## config.mk

```make
export PLATFORM = sky130hd
export DESIGN_NAME = spi_slave_rf
export DESIGN_NICKNAME = d
export VERILOG_FILES = /design/src/rtl/spi_slave_pkg.sv /design/src/rtl/spi_sync_edge.sv /design/src/rtl/spi_slave_rf.sv
export SDC_FILE = /design/constraint.sdc
export NUM_CORES = 1
export LEC_CHECK = 0
export ABC_CLOCK_PERIOD_IN_PS = 5780
export BUFFER_PORTS_ARGS = -buffer_cell sky130_fd_sc_hd__buf_2
export CAP_MARGIN = 20
export CORE_AREA = 2 2 88 174
export CTS_CLUSTER_DIAMETER = 100
export DETAILED_ROUTE_END_ITERATION = 12
export DIE_AREA = 0 0 90 176
export PLACE_DENSITY = 0.82
export REMOVE_ABC_BUFFERS = 1
export SLEW_MARGIN = 20
export SYNTH_ARGS = -nofsm -noshare
export SYNTH_HDL_FRONTEND = slang
export SYNTH_SLANG_ARGS = --single-unit
```

## constraint.sdc

```tcl
create_clock -name CLK -period 5.78 [get_ports CLK]
set_input_delay 0.289 -clock CLK [delete_from_list [all_inputs] [get_ports CLK]]
set_output_delay 0.289 -clock CLK [all_outputs]
set_load 0.02 [all_outputs]
```

## src/rtl/spi_slave_pkg.sv

```systemverilog
`default_nettype none
// ============================================================================
// Module  : spi_slave_pkg
// Brief   : Shared FSM encoding, frame geometry and address helper for the
//           SPI slave register file.
// Revision: 1.0 - initial release
// ============================================================================
package spi_slave_pkg;

    typedef enum logic [1:0] {
        ST_IDLE = 2'd0,
        ST_CMD  = 2'd1,
        ST_DATA = 2'd2,
        ST_DONE = 2'd3
    } state_t;

    localparam int          c_BYTE_BITS  = 8;
    localparam int          c_FRAME_BITS = 16;
    localparam int          c_RW_POS     = 7;
    localparam int          c_ADDR_W     = 7;
    localparam logic [3:0]  c_CMD_LAST   = 4'(c_BYTE_BITS - 1);
    localparam logic [3:0]  c_FRAME_LAST = 4'(c_FRAME_BITS - 1);

    function automatic logic addr_ok(input logic [c_ADDR_W-1:0] a, input int n);
        return int'(a) < n;
    endfunction

endpackage
`default_nettype wire

```

## src/rtl/spi_sync_edge.sv

```systemverilog
`default_nettype none
// ============================================================================
// Module  : spi_sync_edge
// Brief   : Flop-chain synchronizer with single-cycle rise/fall pulses taken
//           from the synchronized level.
// Revision: 1.0 - initial release
// ============================================================================
module spi_sync_edge #(
    parameter int   STAGES    = 2,
    parameter logic RST_LEVEL = 1'b0
) (
    input  logic CLK,
    input  logic rst_n,
    input  logic din,
    output logic dout,
    output logic rise,
    output logic fall
);

    logic [STAGES-1:0] r_chain;
    logic              r_prev;

    always_ff @(posedge CLK) begin
        if (!rst_n) begin
            r_chain <= {STAGES{RST_LEVEL}};
            r_prev  <= RST_LEVEL;
        end else begin
            r_chain[0] <= din;
            for (int i = 1; i < STAGES; i++) begin
                r_chain[i] <= r_chain[i-1];
            end
            r_prev <= r_chain[STAGES-1];
        end
    end

    assign dout = r_chain[STAGES-1];
    assign rise = dout & ~r_prev;
    assign fall = ~dout & r_prev;

endmodule
`default_nettype wire

```

## src/rtl/spi_slave_rf.sv

```systemverilog
`default_nettype none
// ============================================================================
// Module  : spi_slave_rf
// Brief   : Mode-0 SPI slave giving a master 16-bit-frame read/write access
//           to a bank of 8-bit registers, with a local read port.
// Revision: 1.0 - initial release
// ============================================================================
module spi_slave_rf
    import spi_slave_pkg::*;
#(
    parameter int         NREG        = 16,
    parameter logic [7:0] RST_VAL     = 8'h00,
    parameter int         SYNC_STAGES = 2
) (
    input  logic                CLK,
    input  logic                rst_n,
    input  logic                spi_sck,
    input  logic                spi_mosi,
    input  logic                spi_cs,
    output logic                spi_miso_out,
    output logic                spi_miso_oe,
    output logic                wr_valid,
    output logic [c_ADDR_W-1:0] wr_addr,
    output logic [7:0]          wr_data,
    output logic                rd_valid,
    output logic                frame_err,
    input  logic [c_ADDR_W-1:0] lcl_addr,
    output logic [7:0]          lcl_rdata
);

    localparam int c_IDX_W = (NREG > 1) ? $clog2(NREG) : 1;

    state_t                r_state, w_state_nxt;
    logic                  w_sck_rise, w_sck_fall, w_sck_s;
    logic                  w_mosi_s, w_mosi_rise, w_mosi_fall;
    logic                  w_cs_s, w_cs_rise, w_cs_fall;
    logic                  w_unused_edges;
    logic                  w_abort, w_cmd_done, w_frame_done;
    logic [3:0]            r_cnt;
    logic [c_BYTE_BITS-2:0] r_shift;
    logic                  r_rw;
    logic [c_ADDR_W-1:0]   r_addr, w_cmd_addr;
    logic [7:0]            r_tx, w_rd_byte, w_data_byte;
    logic                  r_miso;
    logic [SYNC_STAGES:0]  r_flush;
    logic [7:0]            r_regs [NREG];

    spi_sync_edge #(.STAGES(SYNC_STAGES), .RST_LEVEL(1'b0)) u_sync_sck (
        .CLK(CLK), .rst_n(rst_n), .din(spi_sck),
        .dout(w_sck_s), .rise(w_sck_rise), .fall(w_sck_fall)
    );
    spi_sync_edge #(.STAGES(SYNC_STAGES), .RST_LEVEL(1'b0)) u_sync_mosi (
        .CLK(CLK), .rst_n(rst_n), .din(spi_mosi),
        .dout(w_mosi_s), .rise(w_mosi_rise), .fall(w_mosi_fall)
    );
    spi_sync_edge #(.STAGES(SYNC_STAGES), .RST_LEVEL(1'b1)) u_sync_cs (
        .CLK(CLK), .rst_n(rst_n), .din(spi_cs),
        .dout(w_cs_s), .rise(w_cs_rise), .fall(w_cs_fall)
    );

    assign w_unused_edges = w_mosi_rise | w_mosi_fall | w_cs_rise | w_sck_s;

    assign w_cmd_addr  = {r_shift[c_ADDR_W-2:0], w_mosi_s};
    assign w_data_byte = {r_shift, w_mosi_s};
    assign w_rd_byte   = addr_ok(w_cmd_addr, NREG) ? r_regs[w_cmd_addr[c_IDX_W-1:0]] : 8'h00;
    assign lcl_rdata   = addr_ok(lcl_addr, NREG) ? r_regs[lcl_addr[c_IDX_W-1:0]] : 8'h00;
    assign spi_miso_oe  = ~w_cs_s;
    assign spi_miso_out = r_miso;

    always_ff @(posedge CLK) begin
        if (!rst_n) r_state <= ST_IDLE;
        else        r_state <= w_state_nxt;
    end

    // Checking cs before sck makes a simultaneous deassertion win over a rising edge.
    always_comb begin
        w_state_nxt  = r_state;
        w_abort      = 1'b0;
        w_cmd_done   = 1'b0;
        w_frame_done = 1'b0;
        case (r_state)
            ST_IDLE: begin
                if (w_cs_fall && r_flush[SYNC_STAGES]) w_state_nxt = ST_CMD;
            end
            ST_CMD: begin
                if (w_cs_s) begin
                    w_abort     = 1'b1;
                    w_state_nxt = ST_IDLE;
                end else if (w_sck_rise && r_cnt == c_CMD_LAST) begin
                    w_cmd_done  = 1'b1;
                    w_state_nxt = ST_DATA;
                end
            end
            ST_DATA: begin
                if (w_cs_s) begin
                    w_abort     = 1'b1;
                    w_state_nxt = ST_IDLE;
                end else if (w_sck_rise && r_cnt == c_FRAME_LAST) begin
                    w_frame_done = 1'b1;
                    w_state_nxt  = ST_DONE;
                end
            end
            ST_DONE: begin
                if (w_cs_s) w_state_nxt = ST_IDLE;
            end
            default: w_state_nxt = ST_IDLE;
        endcase
    end

    // r_flush keeps the synchronizer's post-reset settling from looking like a cs fall.
    always_ff @(posedge CLK) begin
        if (!rst_n) begin
            r_flush   <= '0;
            r_cnt     <= '0;
            r_shift   <= '0;
            r_rw      <= 1'b0;
            r_addr    <= '0;
            r_tx      <= '0;
            r_miso    <= 1'b0;
            wr_valid  <= 1'b0;
            wr_addr   <= '0;
            wr_data   <= '0;
            rd_valid  <= 1'b0;
            frame_err <= 1'b0;
            for (int i = 0; i < NREG; i++) r_regs[i] <= RST_VAL;
        end else begin
            r_flush   <= {r_flush[SYNC_STAGES-1:0], 1'b1};
            wr_valid  <= 1'b0;
            rd_valid  <= 1'b0;
            frame_err <= w_abort;

            if (r_state == ST_IDLE && w_state_nxt == ST_CMD) r_cnt <= '0;

            if ((r_state == ST_CMD || r_state == ST_DATA) && !w_abort && w_sck_rise) begin
                r_shift <= w_data_byte[c_BYTE_BITS-2:0];
                r_cnt   <= r_cnt + 4'd1;
            end

            if (w_cmd_done) begin
                r_rw   <= r_shift[c_RW_POS-1];
                r_addr <= w_cmd_addr;
                if (r_shift[c_RW_POS-1]) begin
                    r_tx     <= w_rd_byte;
                    rd_valid <= 1'b1;
                end
            end

            if (w_frame_done && !r_rw && addr_ok(r_addr, NREG)) begin
                r_regs[r_addr[c_IDX_W-1:0]] <= w_data_byte;
                wr_valid <= 1'b1;
                wr_addr  <= r_addr;
                wr_data  <= w_data_byte;
            end

            if (r_state == ST_DATA && r_rw && !w_abort && !w_frame_done) begin
                if (w_sck_fall) begin
                    r_miso <= r_tx[7];
                    r_tx   <= {r_tx[6:0], 1'b0};
                end
            end else begin
                r_miso <= 1'b0;
            end
        end
    end

endmodule
`default_nettype wire

```

==> impl_metrics.tcl, run 1 <==
set metrics [dict create \
    worstPathRequired_ps 5820 \
    fmax_ghz 0.2677 \
    worstPathCellList "inv_1 > ha_1 > nand2_1 > nor4_4 > nand4b_4 > o21ai_0" \
    vias 6419 \
    setup_violations 0 \
    grt_overflow_total 0 \
    rsz0062_at_grt "false" \
    cp_slowest_cell "o21ai_0" \
    dieWidth_um 90 \
    fin_tns_setup_ps 0 \
    leakage_nw 3.203 \
    cp_data_arrival_time_ps 3780 \
    maxCapViolations 0 \
    cpPeakStageDelay_ps 1060 \
    holdPathStages 2 \
    die_y_um 176 \
    start_util_pct 63.94 \
    wl_per_cell_um 28.04 \
    area_growth_pct 8.341 \
    ant_nets 0 \
    hp-class "in2reg" \
    drt-vias-per-instance 6.858 \
    yosysMostFrequentCell "nor2_1" \
    cts_sinks 187 \
    multi_input_area_mm2 0.003867 \
    ys_ff_latch 187 \
    yosysWarnings 0 \
    synth_edf_count 128 \
    nets 748 \
    path_clk_slew_ps 60 \
    place_hpwl_um 19950 \
    drtPass1Iterations 6 \
    worstMarginPinSlew_ps 1106 \
    pwr_density_cell_mw_per_mm2 286.0 \
    htreeDepth 4 \
    ys_types 48 \
    grt_max_degree 44 \
    clockRootBuffer "clkbuf_16" \
    synth_common_cells "nor2_1, edfxtp_1, mux4_2, dfxtp_1, nand2_1" \
    ys_seq_area_share_pct 54.47 \
    worstSetupEndpointType "flip-flop" \
    grt_pass1_vias 6384 \
    grt_pass1_wl_um 39090 \
    fillers 1028 \
    drc 0 \
    diodes 0 \
    avgSynthCellArea_um2 12.69 \
    slew_violations 0 \
    synth_area_leaders "edfxtp_1, mux4_2, dfxtp_1" \
    ir_drop_v 0.0002598 \
    cts_setup_buffers 0 \
    port_buffers 39 \
    r2r_cells 6 \
    relSlewSlack_pct 25.48 \
    yosys.area.top_type_share_pct 41.67 \
    placed_cells 902 \
    synth_cells 727 \
    critical_path_class "reg2reg" \
    fp-row-count 62 \
    start_kind "flip-flop" \
    cts_buffer_depth 2 \
    status "complete, no violations" \
    hold_violations 0 \
    wl_um 26250 \
    drt-initial-drc-count 896 \
    numCtsBuffers 17 \
    syn_area_mm2 0.009225 \
    ios 40 \
    gp_congestion 1.006 \
    post_cts_resized 0 \
    fin_crit_sh_pct 64.64 \
    drive_above_1_share_pct 21.51 \
    fin_skew_ps 11.62 \
    ys.flop_type "edfxtp_1" \
    grt_usage_pct 34.46 \
    async_flop_share_pct 0 \
    crit_fanout 36 \
    fin_cells 936 \
    die-area_mm2 0.01584 \
    min_period_ps 3736 \
    clkLatencyLatePin_ps 430 \
    cts_tree "built" \
    yosys.area.top_type "edfxtp_1" \
    antenna_found_initial 0 \
    hold_buffers 0 \
    coreArea_mm2 0.01443 \
    seq_area_mm2 0.005026 \
]
## power by group
group          internal (W)  total (W)  switching [W]
registers           0.00148    0.00152      0.0000458
logic             0.0000776   0.000158      0.0000805
clock network      0.000681    0.00118       0.000496
total               0.00224    0.00286       0.000623
## cells by family (layout without fill, tap and decap cells)
kind of cell,Yosys count,after routing,share of synthesized area (%)
adders and majority gates,5,5,0.6782
and+or+nand+nor,279,279,14.99
muxes,118,118,21.33
DFF,187,187,54.47
buffers and inverters,66,83,3.676
AOI/OAI and AO/OA,72,72,4.855
## state kept, by name, summed over array words and instances (netlist names)
| signal | flops |
|---|---|
| wr_addr | 7 |
| wr_data | 8 |
| u_sync_cs.r_prev | 1 |
| u_sync_sck.r_prev | 1 |
| frame_err | 1 |
| u_sync_sck.r_chain | 2 |
| spi_miso_out | 1 |
| u_sync_mosi.r_chain | 2 |
| r_addr | 7 |
| r_regs | 128 |
| u_sync_cs.r_chain | 2 |
| rd_valid | 1 |
| r_flush | 3 |
| r_shift | 7 |
| r_state | 2 |
| wr_valid | 1 |
| r_cnt | 4 |
| r_rw | 1 |
| r_tx | 8 |
## final timing paths
| check | endpoint | slack [ps] | from |
|---|---|---|---|
| worst min-delay path | u_sync_cs.r_chain[0]$_SDFF_PN1_ | 50 | spi_cs |
| worst max register to register | r_regs[7][3]$_SDFFCE_PN0P_ | 2040 | r_state[0]$_SDFF_PN0_ |
| worst max-delay path | r_regs[7][3]$_SDFFCE_PN0P_ | 2040 | r_state[0]$_SDFF_PN0_ |
| worst min register to register | u_sync_cs.r_chain[1]$_SDFF_PN1_ | 410 | u_sync_cs.r_chain[0]$_SDFF_PN1_ |
## worst max-delay path: cells and delay by family, from the launching register on
family / cells / cell delay, ps
and+or+nand+nor: 3 / 1510
DFF: 1 / 350
AOI/OAI and AO/OA: 1 / 1060
buffers and inverters: 1 / 100
adders and majority gates: 1 / 320
## cell usage in the layout, fill, tap and decap left out, drive strengths merged, types with 4 or more instances in the layout
| master | instances |
|---|---|
| nor2b | 26 |
| dfxtp | 59 |
| nor4 | 5 |
| a21oi | 11 |
| inv | 8 |
| buf | 44 |
| nor2 | 135 |
| and2 | 11 |
| clkinv | 5 |
| mux4 | 62 |
| or2 | 9 |
| o21ai | 27 |
| mux2i | 47 |
| a21boi | 9 |
| o22ai | 9 |
| nand2 | 58 |
| nand2b | 7 |
| mux2 | 9 |
| edfxtp | 128 |
| clkbuf | 20 |
| and3b | 4 |
| a221oi | 7 |
| ha | 5 |
## final cells by class
| type | instances | area share (%) |
|---|---|---|
| tap | 192 | 2.404 |
| multi-input combinational | 474 | 38.70 |
| inverter | 5 | 0.1878 |
| timing repair buffer | 46 | 2.454 |
| sequential | 187 | 50.29 |
| clock buffer | 18 | 4.294 |
| clock inverter | 14 | 1.678 |
## per-layer routing
metal	vias up	wire, um	track usage (%)
li1	2695	-	-
met1	3082	7794	35.38
met2	492	13360	59.37
met3	150	2159	6.317
met4	0	2933	30.71
met5	-	0	0
## metrics by stage
step	util [%]	area (um^2)	power (W)	hold slack (ps)	worst slack, ps
2_1_floorplan	-	8905	0.001622	316.7	2183
3_3_place_gp	65.00	9379	0.001697	390.6	2344
3_5_place_dp	65.00	9379	0.001705	402.6	2087
4_1_cts	69.14	9976	0.002859	32.84	2057
5_1_grt	69.27	9995	0.002911	58.73	1803
6_report	69.27	9995	0.002859	46.64	2044
(Power assumes the default switching activity.)
==> inputs of run 2 (changes only) <==
- ABC_AREA: not set -> 1
- ABC_CLOCK_PERIOD_IN_PS: 5780 -> 3300
- CORE_AREA: 2 2 88 174 -> 2 2 96 191
- DIE_AREA: 0 0 90 176 -> 0 0 98 193
- PLACE_DENSITY: 0.82 -> 0.76
- clock period: 5.78 -> 3.3 ns (I/O delays scaled with it)
==> run 2 against run 1 <==
Sequential power is 72% higher. Hold slack better by 190 ps. Register-to-register slack lost 1300 ps. Critical endpoint is now r_regs[1][1]$_SDFFCE_PN0P_. Power up 77%. Synthesized area grew 5.0%.
==> impl_metrics.tcl, run 2 <==
set metrics [dict create \
    path_clk_slew_ps 80 \
    min_from "rst_n" \
    cp_common_cell "inv_1" \
    grt_pass1_vias 7892 \
    pwr-share-seq_pct 51.9 \
    holdPathStages 3 \
    coreArea_mm2 0.01753 \
    synth_cells 1210 \
    holdPathEnd "rd_valid$_SDFF_PN0_" \
    htreeDepth 4 \
    area_growth_pct 9.688 \
    maxCapViolations 0 \
    setup_violations 0 \
    cts_sinks 187 \
    antenna_found_initial 0 \
    fin_crit_sh_pct 76.58 \
    fmax_ghz 0.3957 \
    pwr_density_cell_mw_per_mm2 475.3 \
    synth_area_leaders "edfxtp_1, dfxtp_1, nand3_1" \
    worstPathCellList "inv_1 > ha_1 > inv_1 > nor3_4 > nand3b_4 > inv_1 > nand4_2 > nand2_1" \
    place_hpwl_um 17500 \
    worstSetupEndpointType "flip-flop" \
    critical_path_class "reg2reg" \
    async_flop_share_pct 0 \
    ir_drop_v 0.0005231 \
    clkLatencyLatePin_ps 440 \
    diodes 0 \
    fp-row-count 69 \
    yosys.area.top_type "edfxtp_1" \
    fin_skew_ps 13.41 \
    crit_family "simple AND/OR/NAND/NOR gates" \
    grt_usage_pct 28.81 \
    worstPathRequired_ps 3410 \
    mostFrequentLayoutCells "nand2_1, nand3_1, nor2_1" \
    p_total_w 0.005050 \
    top_register "r_regs" \
    drt-vias-per-instance 5.825 \
    ant_nets 0 \
    yosysWarnings 0 \
    largest_reg_flops 128 \
    hp-class "in2reg" \
    drc 0 \
    grt_max_degree 82 \
    yosysMostFrequentCell "nand2_1" \
    intPower_w 0.003731 \
    startpoint "r_state[0]$_SDFF_PN0_" \
    wl_per_cell_um 18.56 \
    drt-initial-drc-count 849 \
    worst-path-buf-inv 3 \
    cts_tree "built" \
    slew_violations 0 \
    power_switching_w 0.001319 \
    setup_ws_ps 772.7 \
    wl_um 26690 \
    leakage_nw 4.578 \
    post_cts_resized 0 \
    rsz0062_at_grt "false" \
    ios 40 \
    ys_types 30 \
    comb_power_share_pct 7.4 \
    cp_data_arrival_time_ps 2640 \
    r2r_cells 8 \
    yosys.area.top_type_share_pct 39.68 \
    die-area_mm2 0.01891 \
    worstMarginPinSlew_ps 1067 \
    die_y_um 193 \
    cts_buffer_depth 2 \
    dieWidth_um 98 \
    cp_slowest_cell "inv_1" \
    start_util_pct 55.27 \
    gp_congestion 0.9272 \
    drive_above_1_share_pct 10.69 \
    min_period_ps 2527 \
    rr_startpoint "r_state[0]$_SDFF_PN0_" \
    status "complete, no violations" \
    clockRootBuffer "clkbuf_16" \
    switching_share_pct 26.12 \
    cts_setup_buffers 0 \
    crit_fanout 9 \
    ys_seq_area_share_pct 51.87 \
    grt_overflow_total 0 \
    synth_edf_count 128 \
    hold_violations 0 \
    synth_common_cells "nand2_1, nand3_1, nor2_1, inv_1, edfxtp_1" \
    avgSynthCellArea_um2 8.006 \
    worst_r2r_endpoint "r_regs[1][1]$_SDFFCE_PN0P_" \
    start_kind "flip-flop" \
    relSlewSlack_pct 28.76 \
    cpPeakStageDelay_ps 420 \
    reg_top3 "r_regs: 128 flops, r_tx: 8 flops, wr_data: 8 flops" \
    nets 1229 \
    ys_ff_latch 187 \
    ys.flop_type "edfxtp_1" \
    r2r_setup_slack_ps 770 \
    p_clk_share_pct 40.7 \
    grt_pass1_wl_um 41850 \
    pre_cts_ws_ps 778.0 \
    numCtsBuffers 17 \
    vias 8377 \
    port_buffers 39 \
    syn_area_mm2 0.009687 \
    drtPass1Iterations 6 \
    final_common_cell "nand2_1" \
    fin_tns_setup_ps 0 \
]
==> run 2: cell types whose count changed in the layout (fill, tap and decap cells not counted), moves of 19 or more <==
cell,before,now
a21oi_1,11,111
inv_1,5,151
nand3_1,2,165
nor2_1,135,154
mux2i_1,47,0
nor2b_1,26,0
mux4_2,62,0
o21ai_0,21,97
nand2_1,58,206
==> run 2: worst max path at each step <==
stage | end | slack, ps | cells past startpoint
after floorplan | r_tx[4]$_SDFF_PN0_ | -150 | 8
after global placement | r_regs[9][7]$_SDFFCE_PN0P_ | 910 | 8
after detailed placement | r_regs[11][0]$_SDFFCE_PN0P_ | 780 | 8
after CTS | r_regs[1][1]$_SDFFCE_PN0P_ | 730 | 8
after global routing | r_regs[1][4]$_SDFFCE_PN0P_ | 480 | 8
final | r_regs[1][1]$_SDFFCE_PN0P_ | 770 | 8
==> run 2: repair_timing <==
action	in CTS	in global routing
hold buffers	3	0
hold endpoints to repair	3	0
setup endpoints to repair	0	0
==> run 2: metal layers <==
layer / vias up / routed length (um) / part of all wire (%) / GRT usage [%]
met5: - / 0 / 0 / 0
met4: 0 / 1420 / 5.3 / 16.45
met3: 101 / 2178 / 8.2 / 4.470
met2: 449 / 13350 / 50 / 48.31
met1: 3865 / 9740 / 36 / 35.38
li1: 3962 / - / - / -
==> run 2: final cells by class <==
cell class | instances | area [um^2]
fillers | 1488 | 6900
flip-flops and latches | 187 | 5026
multi-input cells | 783 | 3732
inverters | 160 | 600.6
clock buffers | 18 | 439.2
repair buffers | 63 | 395.4
well taps | 213 | 266.5
clock inverters | 14 | 165.2
==> run 2: power groups by stage <==
stage | Sequential, W | Clock, W | Combinational, W
CTS | 0.00262 | 0.00207 | 0.000366
detailed placement | 0.00267 | 0 | 0.000361
floorplan | 0.00266 | 0 | 0.000218
global placement | 0.00267 | 0 | 0.000349
finish | 0.00262 | 0.00205 | 0.000376
global route | 0.00263 | 0.00216 | 0.000414
==> run 2: cell families after synthesis <==
kind of cell    after synthesis  synth area share (%)
compound gates              213                 11.16
fa+ha+maj                     5                0.6458
buf+inv                     240                 9.597
flops                       187                 51.87
simple gates                565                 26.72
==> run 2: worst register-to-register path, stage by stage, from the launching register on <==
cell and delay [ps]:
dfxtp_1 330, inv_1 130, ha_1 180, inv_1 80
nor3_4 170, nand3b_4 150, inv_1 420, nand4_2 340
nand2_1 390
==> run 2: stage by stage <==
| stage | util [%] | area, um^2 | instances | hold slack, ps |
|---|---|---|---|---|
| floorplan | - | 9358 | 1130 | 192.7 |
| global placement | 57.01 | 9991 | 1403 | 346.1 |
| detailed placement | 57.01 | 9991 | 1403 | 358.6 |
| CTS | 60.63 | 10630 | 1438 | 233.2 |
| global route | 60.63 | 10630 | 1438 | 265.7 |
| finish | 60.63 | 10630 | 1438 | 233.3 |
==> inputs of run 3 (changes only) <==
- ABC_CLOCK_PERIOD_IN_PS: 3300 -> 2500
- CORE_AREA: 2 2 96 191 -> 2 2 92 182
- DIE_AREA: 0 0 98 193 -> 0 0 94 184
- PLACE_DENSITY: 0.76 -> 0.79
- clock period: 3.3 -> 2.5 ns (I/O delays scaled with it)
==> run 3 against run 2 <==
Final cell count up 0.21%. Maximum frequency up 10%. Setup slack worse by 560 ps. Sequential cell count unchanged. Die area down 8.6%. Power up 29%. Routed wire length up 4.4%. Register-to-register slack worse by 560 ps. Sequential share of layout area down 0.39 points. Highest routed layer unchanged. Sequential power up 32%. Hold slack worse by 90 ps. Critical path type unchanged.
==> impl_metrics.tcl, run 3 (same netlist as run 2, synthesis figures left out) <==
set metrics [dict create \
    path_clk_slew_ps 70 \
    fmax_ghz 0.4368 \
    maxCapViolations 0 \
    cp_data_arrival_time_ps 2400 \
    place_area_mm2 0.01013 \
    gp_congestion 1.028 \
    antenna_found_initial 0 \
    hold_ws_ps 143.1 \
    placed_cells 1406 \
    drt-initial-drc-count 1192 \
    drt-vias-per-instance 5.958 \
    cts_sinks 187 \
    grt_overflow_total 0 \
    hp-class "in2reg" \
    grt_max_degree 87 \
    fin_skew_ps 14.45 \
    clkLatencyLatePin_ps 450 \
    setup_violations 0 \
    grt_pass1_wl_um 42640 \
    numCtsBuffers 17 \
    grt_usage_pct 33.70 \
    area_growth_pct 10.60 \
    htreeDepth 4 \
    diodes 0 \
    cts_buffer_depth 2 \
    leakage_nw 4.645 \
    die_y_um 184 \
    mostFrequentLayoutCells "nand2_1, nand3_1, nor2_1" \
    slew_violations 0 \
    status "complete, no violations" \
    clockRootBuffer "clkbuf_16" \
    p_total_w 0.006539 \
    start_kind "flip-flop" \
    post-route-cell-area_mm2 0.01071 \
    worstPathRequired_ps 2610 \
    crit_fanout 9 \
    use_met3_pct 6.109 \
    top_register "r_regs" \
    drive_above_1_share_pct 11.61 \
    nets 1244 \
    grt_use_met1_pct 35.72 \
    hold_violations 0 \
    reg_top3 "r_regs: 128 flops, r_tx: 8 flops, wr_data: 8 flops" \
    critical_path_class "reg2reg" \
    relSlewSlack_pct 33.89 \
    coreArea_mm2 0.01586 \
    start_util_pct 61.08 \
    worstMarginPinSlew_ps 990.6 \
    pwr_density_cell_mw_per_mm2 610.3 \
    fp-row-count 65 \
    vias 8586 \
    place_hpwl_um 19300 \
    wl_um 27860 \
    ir_drop_v 0.0005002 \
    cts_tree "built" \
    fin_tns_setup_ps 0 \
    min_period_ps 2289 \
    grt_most_used_layer "met2" \
    die-area_mm2 0.01730 \
    fillers 1302 \
    dieWidth_um 94 \
    rsz0062_at_grt "false" \
    worstSetupEndpointType "flip-flop" \
    port_buffers 39 \
    final_common_cell "nand2_1" \
    ant_nets 0 \
    grt_pass1_vias 8039 \
    fin_cells 1441 \
    drc 0 \
    drtPass1Iterations 6 \
    largest_reg_flops 128 \
    fin_crit_sh_pct 91.58 \
    wl_per_cell_um 19.33 \
    use_met2_pct 57.80 \
    ios 40 \
]
==> run 3: cell types whose count changed in the layout (fill, tap and decap cells not counted), moves of 2 or more <==
cell      delta
buf_12       +3
clkbuf_1     +2
clkinv_8     -5
inv_6        -2
buf_4       +12
==> run 3: area by class of cell <==
class / count / area, um^2 / share of cell area [%]
clock buffers: 21 / 460.4 / 4.298
clock inverters: 11 / 97.59 / 0.9109
inverters: 160 / 600.6 / 5.606
multi-input cells: 783 / 3732 / 34.84
flip-flops and latches: 187 / 5026 / 46.91
well taps: 201 / 251.5 / 2.347
repair buffers: 78 / 545.5 / 5.092
==> run 3: where the power goes <==
group	switching (W)	internal (W)	total, W
Sequential	0.0000575	0.00341	0.00347
Combinational	0.000363	0.000146	0.000509
Clock	0.00120	0.00136	0.00256
Total	0.00162	0.00492	0.00654
==> run 3: path summary, 6_finish.rpt <==
kind / startpoint / end / slack, ps / cells after the start
worst max-delay path: r_state[0]$_SDFF_PN0_ / r_regs[4][1]$_SDFFCE_PN0P_ / 210 / 10
worst min-delay path: rst_n / r_cnt[1]$_SDFFE_PN0P_ / 140 / 3
worst max register to register: r_state[0]$_SDFF_PN0_ / r_regs[4][1]$_SDFFCE_PN0P_ / 210 / 10
worst min register to register: u_sync_sck.r_chain[0]$_SDFF_PN0_ / u_sync_sck.r_chain[1]$_SDFF_PN0_ / 410 / 2
==> run 3: per-layer routing <==
metal | vias up | part of all wire [%]
met4 | 0 | 9.7
met3 | 172 | 7.6
met5 | - | 0
met1 | 3927 | 32
met2 | 497 | 51
li1 | 3990 | -
==> run 3: repair_timing <==
action | 4_1_cts | 5_1_grt
setup buffers | 0 | 0
hold buffers | 3 | 0
hold endpoints to repair | 3 | 0
resized for setup | 0 | 0
==> run 3: worst max-delay path, cell delays in order, from the launching register on <==
cell	delay (ps)
dfxtp_1	330
inv_1	130
ha_1	190
inv_1	90
nor3_4	180
nand3b_4	160
nor2_4	140
nand2_4	110
nor2_8	190
nand2_4	110
nand2_1	310
==> run 3: metrics by stage <==
step           utilization, %  worst slack [ps]
5_1_grt                 67.56             61.84
2_1_floorplan               -            -949.9
6_report                67.56             210.6
4_1_cts                 67.56             209.2
3_5_place_dp            63.85             221.4
3_3_place_gp            63.85             354.5
